### config.mk
export PLATFORM = sky130hd
export DESIGN_NAME = switch_allocator
export DESIGN_NICKNAME = d
export VERILOG_FILES = /design/src/rtl/switch_allocator_pkg.sv /design/src/rtl/switch_allocator_routing_table.sv /design/src/rtl/switch_allocator_rr_arbiter.sv /design/src/rtl/switch_allocator.sv
export SDC_FILE = /design/constraint.sdc
export NUM_CORES = 1
export LEC_CHECK = 0
export CAP_MARGIN = 0
export CORE_MARGIN = 8
export CORE_UTILIZATION = 28
export CTS_CLUSTER_DIAMETER = 120
export DETAILED_ROUTE_END_ITERATION = 8
export PLACE_DENSITY_LB_ADDON = 0.15
export SKIP_CTS_REPAIR_TIMING = 1
export SLEW_MARGIN = 20
export SYNTH_ARGS = -nofsm -noshare
export SYNTH_HDL_FRONTEND = slang
export SYNTH_SLANG_ARGS = --single-unit
### constraint.sdc
create_clock -name clk -period 17.25 [get_ports clk]
set_clock_uncertainty 0.15 [all_clocks]
set_input_delay 2.5875 -clock clk [delete_from_list [all_inputs] [get_ports clk]]
set_output_delay 2.5875 -clock clk [all_outputs]
set_load 0.01 [all_outputs]
### src/rtl/switch_allocator_pkg.sv
// Shared constants for the mesh router switch allocator: address/direction
// widths, port numbering, direction encodings and the direction-to-port map.
package switch_allocator_pkg;

    localparam int unsigned ADDR_SZ  = 4;
    localparam int unsigned BITS_DIR = 3;
    localparam int unsigned NPORTS   = 5;
    localparam int unsigned SEL_W    = 3;
    localparam int unsigned MESH_DIM = 3;

    // Routing directions as produced by routing_table.
    typedef enum logic [BITS_DIR-1:0] {
        DIR_LOCAL = 3'd0,
        DIR_NORTH = 3'd1,
        DIR_EAST  = 3'd2,
        DIR_SOUTH = 3'd3,
        DIR_WEST  = 3'd4
    } dir_e;

    // Router port indices.
    localparam logic [SEL_W-1:0] PORT_N = 3'd0;
    localparam logic [SEL_W-1:0] PORT_E = 3'd1;
    localparam logic [SEL_W-1:0] PORT_S = 3'd2;
    localparam logic [SEL_W-1:0] PORT_W = 3'd3;
    localparam logic [SEL_W-1:0] PORT_L = 3'd4;

    typedef enum logic {
        OUT_IDLE,
        OUT_LOCKED
    } out_state_e;

    function automatic logic [SEL_W-1:0] dir_to_port(input logic [BITS_DIR-1:0] dir);
        case (dir)
            DIR_NORTH: return PORT_N;
            DIR_EAST:  return PORT_E;
            DIR_SOUTH: return PORT_S;
            DIR_WEST:  return PORT_W;
            default:   return PORT_L;
        endcase
    endfunction

    // Round-robin pointer advance: one past the winner, wrapping at NPORTS.
    function automatic logic [SEL_W-1:0] next_ptr(input logic [SEL_W-1:0] idx);
        return (idx == SEL_W'(NPORTS - 1)) ? '0 : idx + 1'b1;
    endfunction

endpackage

### src/rtl/switch_allocator_routing_table.sv
// XY dimension-ordered routing for the 3x3 mesh. Node address = y*3 + x,
// y grows southward, x grows eastward. X is resolved before Y.
module routing_table
    import switch_allocator_pkg::*;
(
    input  logic [ADDR_SZ-1:0]  id,
    input  logic [ADDR_SZ-1:0]  dest,
    output logic [BITS_DIR-1:0] dir
);

    logic [ADDR_SZ-1:0] cur_x;
    logic [ADDR_SZ-1:0] cur_y;
    logic [ADDR_SZ-1:0] dst_x;
    logic [ADDR_SZ-1:0] dst_y;

    // Split addresses into mesh coordinates and pick the XY direction.
    always_comb begin
        cur_x = id   % ADDR_SZ'(MESH_DIM);
        cur_y = id   / ADDR_SZ'(MESH_DIM);
        dst_x = dest % ADDR_SZ'(MESH_DIM);
        dst_y = dest / ADDR_SZ'(MESH_DIM);
        if (dst_x > cur_x) begin
            dir = DIR_EAST;
        end else if (dst_x < cur_x) begin
            dir = DIR_WEST;
        end else if (dst_y > cur_y) begin
            dir = DIR_SOUTH;
        end else if (dst_y < cur_y) begin
            dir = DIR_NORTH;
        end else begin
            dir = DIR_LOCAL;
        end
    end

endmodule

### src/rtl/switch_allocator_rr_arbiter.sv
// Combinational round-robin arbiter: first request found searching upward
// from ptr, wrapping past the last port back to port 0.
module rr_arbiter
    import switch_allocator_pkg::*;
(
    input  logic [NPORTS-1:0] req,
    input  logic [SEL_W-1:0]  ptr,
    output logic [NPORTS-1:0] gnt,
    output logic [SEL_W-1:0]  idx,
    output logic              any
);

    logic [SEL_W:0]   sum;
    logic [SEL_W-1:0] cand;

    // Rotating priority search starting at ptr.
    always_comb begin
        gnt  = '0;
        idx  = '0;
        any  = 1'b0;
        sum  = '0;
        cand = '0;
        for (int unsigned step = 0; step < NPORTS; step++) begin
            sum = {1'b0, ptr} + (SEL_W + 1)'(step);
            if (sum >= (SEL_W + 1)'(NPORTS)) begin
                sum = sum - (SEL_W + 1)'(NPORTS);
            end
            cand = sum[SEL_W-1:0];
            if (!any && req[cand]) begin
                gnt[cand] = 1'b1;
                idx       = cand;
                any       = 1'b1;
            end
        end
    end

endmodule

### src/rtl/switch_allocator.sv
// Wormhole switch allocator for one mesh router: routes head flits, arbitrates
// each output round-robin, and holds an output locked to its winning input
// until that packet's tail flit has been granted.
module switch_allocator
    import switch_allocator_pkg::*;
(
    input  logic                      clk,
    input  logic                      rst_n,
    input  logic [ADDR_SZ-1:0]        id,
    input  logic [NPORTS-1:0]         in_valid,
    input  logic [NPORTS-1:0]         in_head,
    input  logic [NPORTS-1:0]         in_tail,
    input  logic [NPORTS*ADDR_SZ-1:0] in_dest,
    input  logic [NPORTS-1:0]         out_ready,
    output logic [NPORTS-1:0]         grant,
    output logic [NPORTS*SEL_W-1:0]   xbar_sel,
    output logic [NPORTS-1:0]         xbar_valid,
    output logic                      proto_err
);

    out_state_e       state    [NPORTS];
    out_state_e       state_n  [NPORTS];
    logic [SEL_W-1:0] owner    [NPORTS];
    logic [SEL_W-1:0] owner_n  [NPORTS];
    logic [SEL_W-1:0] rr_ptr   [NPORTS];
    logic [SEL_W-1:0] rr_ptr_n [NPORTS];
    logic             proto_err_n;

    logic [BITS_DIR-1:0] dir      [NPORTS];
    logic [SEL_W-1:0]    route    [NPORTS];
    logic [NPORTS-1:0]   owner_oh [NPORTS];
    logic [NPORTS-1:0]   locked_in;
    logic [NPORTS-1:0]   req      [NPORTS];
    logic [NPORTS-1:0]   arb_gnt  [NPORTS];
    logic [SEL_W-1:0]    arb_idx  [NPORTS];
    logic                arb_any  [NPORTS];

    logic [NPORTS-1:0]       grant_c;
    logic [NPORTS-1:0]       xv_c;
    logic [NPORTS*SEL_W-1:0] sel_c;
    logic [NPORTS-1:0]       fire;

    // Per-port routing lookup and per-output arbiter.
    for (genvar p = 0; p < NPORTS; p++) begin : g_port
        routing_table u_rt (
            .id   (id),
            .dest (in_dest[p*ADDR_SZ +: ADDR_SZ]),
            .dir  (dir[p])
        );

        assign route[p] = dir_to_port(dir[p]);

        rr_arbiter u_arb (
            .req (req[p]),
            .ptr (rr_ptr[p]),
            .gnt (arb_gnt[p]),
            .idx (arb_idx[p]),
            .any (arb_any[p])
        );
    end

    // Decode owners and flag inputs currently holding a locked output.
    always_comb begin
        locked_in = '0;
        for (int unsigned o = 0; o < NPORTS; o++) begin
            owner_oh[o] = '0;
            for (int unsigned k = 0; k < NPORTS; k++) begin
                if (owner[o] == SEL_W'(k)) begin
                    owner_oh[o][k] = 1'b1;
                end
            end
            if (state[o] == OUT_LOCKED) begin
                locked_in = locked_in | owner_oh[o];
            end
        end
    end

    // Head flits request the output they route to, unless already owning a lock.
    always_comb begin
        for (int unsigned o = 0; o < NPORTS; o++) begin
            req[o] = '0;
            for (int unsigned i = 0; i < NPORTS; i++) begin
                req[o][i] = in_valid[i] & in_head[i] & ~locked_in[i] &
                            (route[i] == SEL_W'(o));
            end
        end
    end

    // Per-output next state, grants and crossbar controls.
    always_comb begin
        state_n     = state;
        owner_n     = owner;
        rr_ptr_n    = rr_ptr;
        proto_err_n = proto_err;
        grant_c     = '0;
        xv_c        = '0;
        sel_c       = '0;
        fire        = '0;
        for (int unsigned o = 0; o < NPORTS; o++) begin
            case (state[o])
                OUT_LOCKED: begin
                    sel_c[o*SEL_W +: SEL_W] = owner[o];
                    fire[o] = (|(owner_oh[o] & in_valid)) & out_ready[o];
                    if (fire[o]) begin
                        xv_c[o] = 1'b1;
                        grant_c = grant_c | owner_oh[o];
                        if (|(owner_oh[o] & in_tail)) begin
                            state_n[o] = OUT_IDLE;
                        end
                        if (|(owner_oh[o] & in_head)) begin
                            proto_err_n = 1'b1;
                        end
                    end
                end
                default: begin
                    if (out_ready[o] && arb_any[o]) begin
                        xv_c[o] = 1'b1;
                        sel_c[o*SEL_W +: SEL_W] = arb_idx[o];
                        grant_c = grant_c | arb_gnt[o];
                        rr_ptr_n[o] = next_ptr(arb_idx[o]);
                        // single-flit packets leave the output free
                        if ((arb_gnt[o] & in_tail) == '0) begin
                            state_n[o] = OUT_LOCKED;
                            owner_n[o] = arb_idx[o];
                        end
                    end
                end
            endcase
        end
    end

    // Hold all datapath controls quiet while reset is asserted.
    always_comb begin
        grant      = rst_n ? grant_c : '0;
        xbar_valid = rst_n ? xv_c    : '0;
        xbar_sel   = rst_n ? sel_c   : '0;
    end

    // State, owner, pointer and sticky error registers.
    always_ff @(posedge clk or negedge rst_n) begin
        if (!rst_n) begin
            for (int unsigned o = 0; o < NPORTS; o++) begin
                state[o]  <= OUT_IDLE;
                owner[o]  <= '0;
                rr_ptr[o] <= '0;
            end
            proto_err <= 1'b0;
        end else begin
            state     <= state_n;
            owner     <= owner_n;
            rr_ptr    <= rr_ptr_n;
            proto_err <= proto_err_n;
        end
    end

endmodule

== After elaboration in Yosys (flattened, before gate mapping) ==
Index checks and enable logic that the tools add are counted.
Word-level totals
  input port bits: 46
  output and inout bits: 26
  word-level logic and storage cells: 793
  flip-flop bits (word level): 36
Operators by class
  reductions and logical operators: 110
  mux-type cells: 343
  div/mod/pow operators: 12
  bitwise logic cells: 102
  order comparisons: 95
  $add $sub $neg: 50
  equal/unequal tests: 65
Operators by type and width (count)
  two-way mux 3 bit: 80
  two-way mux 5 bit: 47
  two-way mux 1 bit: 160
  OR 5 bit: 32
  AND 5 bit: 20
  < comparator 3 x 4 -> 1 bit, second input constant: 25
  equality test 3 x 2 -> 1 bit, second input constant: 30
  greater-or-equal comparator 4 x 3 -> 1 bit, second input constant: 20
  binary-select mux 1 bit (select 3 bit): 25
  demux 1 bit (select 3 bit): 25
  greater-or-equal comparator 3 x 1 -> 1 bit, second input constant: 25
  OR reduction 5 bit: 15
  subtractor 3 bit, second input constant: 25
  equality test 3 bit, second input constant: 20
  one-hot mux 3 bit (4 select lines): 5
  logical AND 1 bit: 50
  equality test 3 x 1 -> 1 bit, second input constant: 15
  adder 3 x 2 -> 4 bit, second input constant: 10
  AND 1 bit: 40
  greater-than comparator 4 bit: 10
  < comparator 4 bit: 10
  zero test 3 bit: 10
  zero test 5 bit: 5
  divider 4 x 2 -> 4 bit, second input constant: 6
  other kinds (10): 67

== Longest topological paths before layout ==
Gate-level depths: netlist (run 1).
  word-level depth: 45
  mapped depth: 32
  gate-level depth less buffers: 30

== Modules after synthesis ==
From an unflattened synthesis (run 1), not the netlist that was laid out.
Unflattened totals
  cell total of the unflattened synthesis: 1912
  area, all modules: 14363.8 um^2
Modules (own cells, without submodules)
  rr_arbiter at g_port[0].u_arb ...: area an instance 1460.2 um^2, sequential area each 0.0 um^2, cells each 203, instances 4
  switch_allocator: area an instance 3794.9 um^2, sequential area each 900.9 um^2, cells each 462, instances 1
  routing_table at g_port[0].u_rt ...: area an instance 655.6 um^2, sequential area each 0.0 um^2, cells each 87, instances 4
  rr_arbiter at g_port[4].u_arb: area an instance 1453.9 um^2, sequential area each 0.0 um^2, cells each 208, instances 1
  routing_table at g_port[4].u_rt: area an instance 651.9 um^2, sequential area each 0.0 um^2, cells each 82, instances 1

== Worst setup path before layout (run 1) ==
Ideal clock, no wire load.
  path kind: input port to output port
  from: input port id[3]
  to: output port grant[1]
  cell stages on the path: 27
  setup slack: 6.628 ns
  data arrival time: 7.884 ns
  data required time: 14.512 ns
  buffers on the path: 4
  cell sequence: nand2b_1 -> inv_1 -> ha_1 -> inv_1 -> ha_1 -> buf_2 -> or2_2 -> o21a_1 -> inv_2 -> ha_1 -> clkbuf_1 -> a211oi_4 -> inv_4 -> ha_1 -> nand3_1 -> nand4bb_1 -> or4b_2 -> o41ai_1 -> a211oi_1 -> a21oi_1 -> or2_1 -> buf_2 -> nor2_1 -> a311oi_1 -> clkbuf_1 -> a22oi_1 -> a31oi_1
Between the ends
  cells in the longest elaborated chain, start to end: 41
  elaborated cells between the ends (all ways): 305
  those cells by class: div: 2; order compare: 20; eq/ne: 40; mux: 140; bitwise: 53; reduce/logical: 50
RTL lines
  start, declared: RTL line switch_allocator.sv:9  | input logic [ADDR_SZ-1:0] id,
  divider 4 x 2 -> 4 bit: RTL line switch_allocator_routing_table.sv:19  | cur_y = id / ADDR_SZ'(MESH_DIM);
  < comparator 4 bit: RTL line switch_allocator_routing_table.sv:28  | end else if (dst_y < cur_y) begin
  two-way mux 1 bit: RTL line switch_allocator_routing_table.sv:28
  two-way mux 3 bit: RTL line switch_allocator_routing_table.sv:26  | end else if (dst_y > cur_y) begin
  two-way mux 3 bit: RTL line switch_allocator_routing_table.sv:24  | end else if (dst_x < cur_x) begin
  two-way mux 3 bit: RTL line switch_allocator_routing_table.sv:22  | if (dst_x > cur_x) begin
  equality test 3 bit (tied with other cells): RTL line switch_allocator_pkg.sv:33  | case (dir)
  one-hot mux 3 bit (4 select lines): RTL line switch_allocator_pkg.sv:33
  [... 25 more ...]
  two-way mux 5 bit: RTL line switch_allocator.sv:100  | case (state[o])
  OR 5 bit, on equally long branches: RTL line switch_allocator.sv:119, switch_allocator.sv:106
  two-way mux 5 bit, on equally long branches: RTL line switch_allocator.sv:116, switch_allocator.sv:104
  two-way mux 5 bit: RTL line switch_allocator.sv:100
  OR 5 bit, on equally long branches: RTL line switch_allocator.sv:119, switch_allocator.sv:106
  two-way mux 5 bit, on equally long branches: RTL line switch_allocator.sv:116, switch_allocator.sv:104
  two-way mux 5 bit (*): RTL line switch_allocator.sv:100
  two-way mux 5 bit (*): RTL line switch_allocator.sv:134  | grant = rst_n ? grant_c : '0;
  end, declared: RTL line switch_allocator.sv:15  | output logic [NPORTS-1:0] grant,
Every way passes the cells marked *; elsewhere a longest branch is shown, timed or not. The select of a mux whose other input is x is not followed.

== Worst setup path in the final report (run 1) ==
Ends and elaborated chain as after synthesis.

==> flow_summary.toml, run 1 <==
[logic_synthesis]
postSynthAreaPerCell_um2 = 6.98
synth.largest_area_cell = "sky130_fd_sc_hd__ha_1"
largest_family_of_logic_cells_by_synthesized_area = "compound AO/OA/AOI/OAI gates"
syn-instance-count = 1720
post_synth_fa_ha_maj_area_fraction = 0.100
synth_ff_type = "sky130_fd_sc_hd__dfrtp_1"
post_synth_main_area_contributors = "sky130_fd_sc_hd__ha_1 9.2%, sky130_fd_sc_hd__dfrtp_1 7.5%, sky130_fd_sc_hd__nand2_1 5.1%"
async_flop_share = 1.00
synthDominantCellAreaShare = 0.0917
area_of_the_mapped_netlist_um2 = 12000
fraction_of_synthesized_cell_area_in_xor_and_xnor_cells = 0.0403
yosys.cell_types.count = 109
synth_net_count = 1859
synthesis.yosys.warnings = 0
synth_compound_gate_area_share = 0.351
post_synth_and_or_nand_nor_area_fraction = 0.303
synth_sequential_area_ratio = 0.0750
synth.area.mux_share = 0.0668
ys_seq_elements = 36
synth_edf_count = 0

[global_routing]
first_pass_grt_wire_length_um = 75100
globalRouteTotalUtil = 0.185
first_global_vias = 12700
grt_max_degree = 41
antenna_found_initial = 0
globalRoute.totalOverflow = 0

[placed_design]
place.gp.congestion = 0.936
post_place_cell_area_um2 = 13100
numPortBuffers = 71
detailedPlacementHpwl_um = 39000

[final_layout]
areaGrowthSynthToFinish_pct = 10.6
final.fill_count = 4633
layout-drive-gt1-share = 0.0563
number_of_antenna_cells_inserted = 0
cell_area_after_layout_um2 = 13300
layout.cells.most_common = "sky130_fd_sc_hd__nand2_1"
finalNetCount = 1862
most-common-layout-cells = "164 x sky130_fd_sc_hd__nand2_1, 137 x sky130_fd_sc_hd__nor2_1, 111 x sky130_fd_sc_hd__a21oi_1"

[floorplan]
rows = 76
dieWidth_um = 223
floorplan.initialDensity = 0.281
floorplan.die.height_um = 223
core_um2 = 42700
die_area_um2 = 49800
design.portCount = 72

[route]
wire_per_inst_um = 21.4
vias = 13700
antenna_violating_nets_post_route = 0
drt_first_iter_violations = 1326
drt_pass1_iterations = 7
wirelength_um = 48600
viasPerCell = 6.03
drc_errors = 0

[run_status]
status = "completed"

[clocking]
cts.htree.levels = 2
clock_sinks = 36
ctsLongestPathBuffers = 2
cts_tree = "built"
cts_root_buf = "sky130_fd_sc_hd__clkbuf_16"
clk-insertion-delay-late_ns = 0.30
path_clk_slew_ns = 0.06
numCtsBuffers = 5

[setup_path]
cp.arrival_ns = 10.17
regToRegStartpoint = "rr_ptr[0]"
ws_path_type = "in2out"
startpoint_type = "primary input"
worstSetupStartpoint = "id[3]"
worstSetupEndpointType = "primary output"
required_ns = 14.51
critical_path.max_fanout = 15

[sta]
totalNegativeSetupSlack_ns = 0
fmaxAchievable_mhz = 77.5
grt_setup_unrepaired = "no"
slew_violations = 0
layout_worst_path_cycle_share = 0.748
tightest_pin_transition_ns = 1.04
timing.slew.headroom = 0.305
fin_worst_hold_slack_ns = 0.319
min_tclk_post_route_ns = 12.91
setup_viol_count_final = 0
hold_violations = 0

[hold_path]
hold_path.startpoint = "proto_err"
hold_path.class = "reg2reg"

[job]
drv_cap = 0
[cells in the mapped netlist, drive strengths merged (12+ instances only)]
cell type / number
nand2: 164
nor2: 137
inv: 114
a21oi: 112
o21ai: 91
ha: 88
clkbuf: 68
nand3: 59
nor3: 54
mux2i: 49
xnor2: 46
nand2b: 40
a22oi: 36
dfrtp: 36
a31oi: 35
o211ai: 35
a211oi: 33
a21o: 30
nand4: 30
nor4: 29
and2: 25
o22ai: 24
mux2: 23
nor2b: 20
a211o: 18
and3: 17
o21a: 15
a311oi: 14
nand3b: 14
or2: 14
buf: 13
or3: 13
nor3b: 12
[final timing paths]
kind	end	slack, ns	cells after the start
worst max register to register	owner[1]	10.61	17
worst min-delay path	proto_err	0.32	1
max in group asynchronous	rr_ptr[1]	14.30	2
worst min register to register	proto_err	0.32	1
worst max-delay path	grant[1]	4.34	26
min in group asynchronous	owner[10]	2.22	2
[layout make-up]
type	instances	area, um2	share of cell area
multi-input combinational	1488	10400	0.780
sequential	36	901	0.0678
tap	546	683	0.0514
inverter	115	434	0.0327
clock buffer	7	153	0.0115
timing repair buffer	77	751	0.0565
[flip-flops by register name, summed over array words and instances, names as in the netlist]
| name | count |
|---|---|
| proto_err | 1 |
| state | 5 |
| owner | 15 |
| rr_ptr | 15 |
[logic make-up (layout without fill, tap and decap cells)]
| group | after synthesis | count (layout) |
|---|---|---|
| mux | 74 | 74 |
| flops | 36 | 36 |
| simple gates | 682 | 682 |
| xor+xnor | 52 | 52 |
| fa+ha+maj | 93 | 93 |
| compound gates | 587 | 587 |
| buf+inv | 196 | 199 |
[worst max-delay path, cell delays in order]
cell                              delay (ns)
sky130_fd_sc_hd__clkdlybuf4s50_1        0.56
sky130_fd_sc_hd__nand2b_1               0.18
sky130_fd_sc_hd__inv_1                  0.06
sky130_fd_sc_hd__ha_1                   0.17
sky130_fd_sc_hd__inv_1                  0.06
sky130_fd_sc_hd__ha_1                   0.30
sky130_fd_sc_hd__or2_2                  0.19
sky130_fd_sc_hd__o21a_1                 0.20
sky130_fd_sc_hd__inv_2                  0.07
sky130_fd_sc_hd__ha_1                   0.31
sky130_fd_sc_hd__a211oi_4               0.56
sky130_fd_sc_hd__inv_4                  0.19
sky130_fd_sc_hd__ha_1                   0.34
sky130_fd_sc_hd__nand3_1                0.25
sky130_fd_sc_hd__nand4bb_1              0.27
sky130_fd_sc_hd__or4b_2                 0.64
sky130_fd_sc_hd__o41ai_1                0.27
sky130_fd_sc_hd__a211oi_1               0.14
sky130_fd_sc_hd__a21oi_1                0.75
sky130_fd_sc_hd__or2_1                  0.43
sky130_fd_sc_hd__nor2_1                 0.14
sky130_fd_sc_hd__a311oi_2               0.21
sky130_fd_sc_hd__buf_4                  0.26
sky130_fd_sc_hd__a22oi_1                0.12
sky130_fd_sc_hd__a31oi_1                0.29
sky130_fd_sc_hd__clkdlybuf4s50_1        0.61
[stage by stage]
step,instances,util,setup WS (ns)
after floorplan,1720,-,6.63
after global placement,2262,0.307,4.41
after detailed placement,2262,0.308,4.43
after CTS,2269,0.311,4.40
after global routing,2269,0.311,3.75
final,2269,0.311,4.34
[metal layers]
metal | vias to the layer above | wire (um) | GRT usage
li1 | 6564 | - | -
met1 | 6585 | 23100 | 0.264
met2 | 490 | 21900 | 0.300
met3 | 51 | 2790 | 0.0184
met4 | 0 | 831 | 0.0355
met5 | - | 0 | 0
Power of run 1 is not shown: default switching activity piles up to over one toggle a cycle in this logic, so the estimate is an artifact.
==> inputs of run 2 (changes only) <==
==> constraint.sdc (replaced) <==
create_clock -name clk -period 11 [get_ports clk]
set_clock_uncertainty 0.15 [all_clocks]
set_input_delay 1.65 -clock clk [delete_from_list [all_inputs] [get_ports clk]]
set_output_delay 1.65 -clock clk [all_outputs]
set_load 0.01 [all_outputs]
==> run 2 against run 1 <==
Final cell count is 1.1% higher. Worst hold slack better by 0.035 ns. Wire length is 1.9% higher. Register-to-register slack worse by 5.8 ns. Critical path depth is 2 lower. Critical path type unchanged. Critical endpoint is now grant[3]. Highest routed layer unchanged.
==> flow_summary.toml, run 2 (synthesized netlist as in run 1, its figures left out) <==
[sta]
grt_setup_unrepaired = "no"
fmaxAchievable_mhz = 95.3
slew_violations = 0
hold_violations = 0
min_tclk_post_route_ns = 10.49
totalNegativeSetupSlack_ns = 0
setup_viol_count_final = 0
layout_worst_path_cycle_share = 0.954
timing.slew.headroom = 0.373
tightest_pin_transition_ns = 0.930

[route]
drt_first_iter_violations = 1217
wire_per_inst_um = 21.6
antenna_violating_nets_post_route = 0
viasPerCell = 5.97
vias = 13700
drc_errors = 0
drt_pass1_iterations = 5
wirelength_um = 49500

[final_layout]
most-common-layout-cells = "164 x sky130_fd_sc_hd__nand2_1, 137 x sky130_fd_sc_hd__nor2_1, 111 x sky130_fd_sc_hd__a21oi_1"
finalNetCount = 1885
areaGrowthSynthToFinish_pct = 12.2
number_of_antenna_cells_inserted = 0
final.fill_count = 4602
reg_top3 = "owner (15), rr_ptr (15), state (5)"
layout.cells.most_common = "sky130_fd_sc_hd__nand2_1"
layout-drive-gt1-share = 0.0693

[floorplan]
core_um2 = 42700
floorplan.die.height_um = 223
die_area_um2 = 49800
design.portCount = 72
rows = 76
floorplan.initialDensity = 0.281
dieWidth_um = 223

[setup_path]
ws_path_type = "in2out"
critical_path.max_fanout = 9
startpoint_type = "primary input"
required_ns = 9.20
worstSetupEndpointType = "primary output"
cp.arrival_ns = 8.69

[global_routing]
first_pass_grt_wire_length_um = 76700
globalRoute.totalOverflow = 0
grt_most_used_layer = "met2"
globalRouteTotalUtil = 0.190
grt_util_met2 = 0.311
grt_max_degree = 41
first_global_vias = 13000
antenna_found_initial = 0
grt_util_met3 = 0.0165
use_met1 = 0.262

[placed_design]
numPortBuffers = 71
detailedPlacementHpwl_um = 39700
place.gp.congestion = 0.920

[clocking]
cts_root_buf = "sky130_fd_sc_hd__clkbuf_16"
cts_tree = "built"
path_clk_slew_ns = 0.07
cts.htree.levels = 2
ctsLongestPathBuffers = 2
clock_sinks = 36
clk-insertion-delay-late_ns = 0.30
numCtsBuffers = 5

[job]
drv_cap = 0

[run_status]
status = "completed"

[hold_path]
hold_path.class = "reg2reg"
## run 2: cell types whose count changed in the layout (fill, tap and decap cells not counted), sizes merged
| cell | delta |
|---|---|
| buf | +23 |
| bufinv | +1 |
| clkbuf | -2 |
| clkinv | +1 |
| clkinvlp | +1 |
## run 2: path summary, 6_finish.rpt
| check | from | end | slack (ns) | cells past startpoint |
|---|---|---|---|---|
| worst max-delay path | id[3] | grant[3] | 0.51 | 24 |
| worst max register to register | rr_ptr[3] | owner[5] | 4.85 | 14 |
| worst min-delay path | proto_err | proto_err | 0.35 | 1 |
| worst min register to register | proto_err | proto_err | 0.35 | 1 |
| max in group asynchronous | rst_n | rr_ptr[1] | 8.96 | 2 |
| min in group asynchronous | rst_n | proto_err | 1.30 | 2 |
## run 2: area by class of cell
| class | count | area, um2 | area share |
|---|---|---|---|
| flip-flops and latches | 36 | 901 | 0.0669 |
| inverters | 115 | 434 | 0.0322 |
| clock inverters | 3 | 42.5 | 0.00316 |
| repair buffers | 100 | 923 | 0.0685 |
| clock buffers | 5 | 125 | 0.00929 |
| well taps | 546 | 683 | 0.0507 |
| multi-input cells | 1488 | 10400 | 0.769 |
## run 2: worst max-delay path, stage by stage
cell and delay, ns:
sky130_fd_sc_hd__clkdlybuf4s50_1 0.50, sky130_fd_sc_hd__nand2b_1 0.23, sky130_fd_sc_hd__inv_1 0.09, sky130_fd_sc_hd__ha_1 0.15
sky130_fd_sc_hd__inv_1 0.05, sky130_fd_sc_hd__ha_1 0.27, sky130_fd_sc_hd__or2_2 0.33, sky130_fd_sc_hd__o21a_1 0.16
sky130_fd_sc_hd__inv_2 0.09, sky130_fd_sc_hd__ha_1 0.36, sky130_fd_sc_hd__nand2_1 0.11, sky130_fd_sc_hd__mux2_2 0.28
sky130_fd_sc_hd__ha_1 0.34, sky130_fd_sc_hd__nor3b_1 0.47, sky130_fd_sc_hd__a31oi_1 0.33, sky130_fd_sc_hd__o21ai_1 0.39
sky130_fd_sc_hd__nor3_1 0.19, sky130_fd_sc_hd__nor4_4 0.48, sky130_fd_sc_hd__or3b_1 0.58, sky130_fd_sc_hd__o311ai_4 0.36
sky130_fd_sc_hd__buf_4 0.19, sky130_fd_sc_hd__o211ai_1 0.10, sky130_fd_sc_hd__o41a_1 0.49, sky130_fd_sc_hd__clkdlybuf4s50_1 0.50
## run 2: metal layers
| layer | up-vias | wire length (um) |
|---|---|---|
| li1 | 6618 | - |
| met1 | 6640 | 23500 |
| met2 | 365 | 22800 |
| met3 | 61 | 1940 |
| met4 | 0 | 1290 |
| met5 | - | 0 |
## run 2: per-stage QoR
step | hold slack (ns) | utilization | instances | setup WS, ns | instance area [um2]
after floorplan | 0.361 | - | 1720 | 2.25 | 12000
after global placement | 0.330 | 0.311 | 2282 | 0.538 | 13300
after detailed placement | 0.326 | 0.311 | 2282 | 0.447 | 13300
after CTS | 0.355 | 0.315 | 2290 | 0.374 | 13400
after global routing | 0.387 | 0.316 | 2293 | 0.00906 | 13500
final | 0.354 | 0.316 | 2293 | 0.506 | 13500
Power of run 2 is left out for the same reason.
==> inputs of run 3 (changes only) <==
--- a/config.mk
+++ b/config.mk
@@ -5,13 +5,13 @@
 export SDC_FILE = /design/constraint.sdc
 export NUM_CORES = 1
 export LEC_CHECK = 0
+export ABC_AREA = 1
 export CAP_MARGIN = 0
 export CORE_MARGIN = 8
 export CORE_UTILIZATION = 28
 export CTS_CLUSTER_DIAMETER = 120
 export DETAILED_ROUTE_END_ITERATION = 8
 export PLACE_DENSITY_LB_ADDON = 0.15
-export SKIP_CTS_REPAIR_TIMING = 1
 export SLEW_MARGIN = 20
 export SYNTH_ARGS = -nofsm -noshare
 export SYNTH_HDL_FRONTEND = slang
==> run 3 against run 2 <==
Sequential cell count is the same. Die area shrank 2.6%. Critical endpoint is now grant[1]. Highest routed layer unchanged. Clock-buffer cell count is the same. Final cell count grew 19%. Sequential share of layout area grew 0.18 points. Worst hold slack gained 0.040 ns.
==> flow_summary.toml, run 3 <==
[run_status]
status = "completed"

[logic_synthesis]
synth_sequential_area_ratio = 0.0772
postSynthAreaPerCell_um2 = 5.51
synthMostInstantiatedCell = "sky130_fd_sc_hd__nand2_1"
post_synth_main_area_contributors = "sky130_fd_sc_hd__nand2_1 19%, sky130_fd_sc_hd__inv_1 11%, sky130_fd_sc_hd__ha_1 9.4%"
fraction_of_synthesized_cell_area_in_xor_and_xnor_cells = 0.0270
synth_edf_count = 0
ys_seq_elements = 36
synth_net_count = 2256
syn-instance-count = 2117
post_synth_and_or_nand_nor_area_fraction = 0.513
synth_ff_type = "sky130_fd_sc_hd__dfrtp_1"
largest_family_of_logic_cells_by_synthesized_area = "simple AND/OR/NAND/NOR gates"
synth.largest_area_cell = "sky130_fd_sc_hd__nand2_1"
area_of_the_mapped_netlist_um2 = 11700
netlist_top_cells_count = "587 x sky130_fd_sc_hd__nand2_1, 347 x sky130_fd_sc_hd__inv_1, 236 x sky130_fd_sc_hd__nor2_1"
synthesis.yosys.warnings = 0
async_flop_share = 1.00
post_synth_fa_ha_maj_area_fraction = 0.103
synthDominantCellAreaShare = 0.189
synth.area.mux_share = 0
yosys.cell_types.count = 60
synth_compound_gate_area_share = 0.150

[final_layout]
reg_top3 = "owner (15), rr_ptr (15), state (5)"
layout.cells.most_common = "sky130_fd_sc_hd__nand2_1"
finalNetCount = 2318
number_of_antenna_cells_inserted = 0
layout-drive-gt1-share = 0.0963
areaGrowthSynthToFinish_pct = 12.5
most-common-layout-cells = "587 x sky130_fd_sc_hd__nand2_1, 347 x sky130_fd_sc_hd__inv_1, 236 x sky130_fd_sc_hd__nor2_1"

[setup_path]
timing.critical_path.slowest_cell_delay_ns = 0.61
critical-path-slowest-cell = "sky130_fd_sc_hd__clkdlybuf4s50_1"
most_used_cell_along_the_critical_path = "sky130_fd_sc_hd__nand2_1"
path_buf_inv = 8
cp.arrival_ns = 7.41
ws_path_type = "in2out"
regToRegStartpoint = "rr_ptr[6]"
rr_endpoint = "rr_ptr[8]"
timing.critical_path.max_delay_family = "simple AND/OR/NAND/NOR gates"
worstSetupEndpointType = "primary output"
rr_worst_depth = 22
startpoint_type = "primary input"
reg2reg_setup_slack_ns = 6.37
critical_path.max_fanout = 13
required_ns = 9.20

[route]
antenna_violating_nets_post_route = 0
vias = 13500
drc_errors = 0
drt_first_iter_violations = 853
wire_per_inst_um = 15.8
drt_pass1_iterations = 7
viasPerCell = 4.96
wirelength_um = 43000

[clocking]
postCtsSetupBuffers = 0
path_clk_slew_ns = 0.06
ctsLongestPathBuffers = 2
cts_hold_buffers = 0
cts_resized = 0
cts.htree.levels = 2
cts_root_buf = "sky130_fd_sc_hd__clkbuf_16"
clk-insertion-delay-late_ns = 0.29
clock_sinks = 36
numCtsBuffers = 5
cts_tree = "built"

[placed_design]
place.gp.congestion = 0.924
detailedPlacementHpwl_um = 36300
numPortBuffers = 71

[floorplan]
dieWidth_um = 220
core_um2 = 41600
floorplan.initialDensity = 0.281
floorplan.die.height_um = 220
die_area_um2 = 48500
rows = 75
design.portCount = 72

[global_routing]
antenna_found_initial = 0
first_global_vias = 13000
globalRoute.totalOverflow = 0
first_pass_grt_wire_length_um = 68500
globalRouteTotalUtil = 0.175
grt_max_degree = 38

[hold_path]
worstHoldEndpoint = "proto_err"
min_path_cells = 2
hold_path.class = "reg2reg"
hold_path.startpoint = "proto_err"

[sta]
setup_viol_count_final = 0
grt_setup_unrepaired = "no"
layout_worst_path_cycle_share = 0.838
slew_violations = 0
hold_violations = 0
fmaxAchievable_mhz = 109
totalNegativeSetupSlack_ns = 0
tightest_pin_transition_ns = 0.979
timing.slew.headroom = 0.347
min_tclk_post_route_ns = 9.21

[job]
drv_cap = 0
## run 3: cell types whose count changed in the layout (fill, tap and decap cells not counted), moves of 41 or more
cell,change
sky130_fd_sc_hd__inv_1,+237
sky130_fd_sc_hd__a21oi_1,-41
sky130_fd_sc_hd__nand3_1,+125
sky130_fd_sc_hd__nand2_2,+59
sky130_fd_sc_hd__nor2_1,+99
sky130_fd_sc_hd__nand2_1,+423
sky130_fd_sc_hd__mux2i_1,-49
## run 3: worst max path at each step
stage	from	slack [ns]	to	cells past startpoint
after floorplan	id[3]	3.85	grant[3]	34
after global placement	id[3]	1.83	grant[3]	31
after detailed placement	id[3]	1.76	grant[3]	31
after CTS	id[3]	1.74	grant[3]	34
after global routing	id[3]	1.15	grant[1]	33
final	id[3]	1.79	grant[1]	35
## run 3: final cells by class
cell class,count,area [um2]
Sequential cell,36,901
Tap cell,539,674
Fill cell,4682,28400
Timing Repair Buffer,73,721
Clock buffer,5,125
Multi-Input combinational cell,1688,9250
Inverter,375,1410
Clock inverter,3,42.5
## run 3: worst register-to-register path, cell delays in order (launching register included)
cell,delay (ns)
sky130_fd_sc_hd__dfrtp_1,0.62
sky130_fd_sc_hd__inv_1,0.23
sky130_fd_sc_hd__ha_1,0.28
sky130_fd_sc_hd__ha_1,0.36
sky130_fd_sc_hd__o21ai_0,0.46
sky130_fd_sc_hd__inv_1,0.20
sky130_fd_sc_hd__nor2_1,0.19
sky130_fd_sc_hd__inv_1,0.09
sky130_fd_sc_hd__nor2_2,0.10
sky130_fd_sc_hd__nand2_1,0.06
sky130_fd_sc_hd__nand2_1,0.12
sky130_fd_sc_hd__nor2_4,0.06
sky130_fd_sc_hd__nand3_4,0.11
sky130_fd_sc_hd__nand2_2,0.07
sky130_fd_sc_hd__nor2_2,0.36
sky130_fd_sc_hd__nand2_2,0.13
sky130_fd_sc_hd__inv_2,0.11
sky130_fd_sc_hd__a21oi_1,0.04
sky130_fd_sc_hd__o21ai_0,0.12
sky130_fd_sc_hd__nand3_2,0.16
sky130_fd_sc_hd__ha_1,0.24
sky130_fd_sc_hd__xnor2_1,0.17
sky130_fd_sc_hd__o22ai_1,0.09
## run 3: metal layers
metal | global-route usage | part of all wire
met1 | 0.229 | 0.46
met2 | 0.302 | 0.47
met3 | 0.0200 | 0.047
met4 | 0.0436 | 0.023
met5 | 0 | 0
## run 3: cells by family after synthesis
family / after synthesis
XOR/XNOR: 36
adder cells (fa/ha/maj): 93
AND/OR/NAND/NOR: 1265
buffers and inverters: 393
flip-flops: 36
AO/OA/AOI/OAI: 294
## run 3: per-stage QoR
step	hold slack [ns]	instances	cell area, um2	setup WS (ns)	utilization
2_1_floorplan	0.332	2117	11700	3.85	-
4_1_cts	0.395	2719	13100	1.74	0.316
6_report	0.394	2719	13100	1.79	0.316
3_3_place_gp	0.374	2711	13000	1.83	0.312
3_5_place_dp	0.376	2711	13000	1.76	0.312
5_1_grt	0.424	2719	13100	1.15	0.316
Power of run 3 is left out for the same reason.
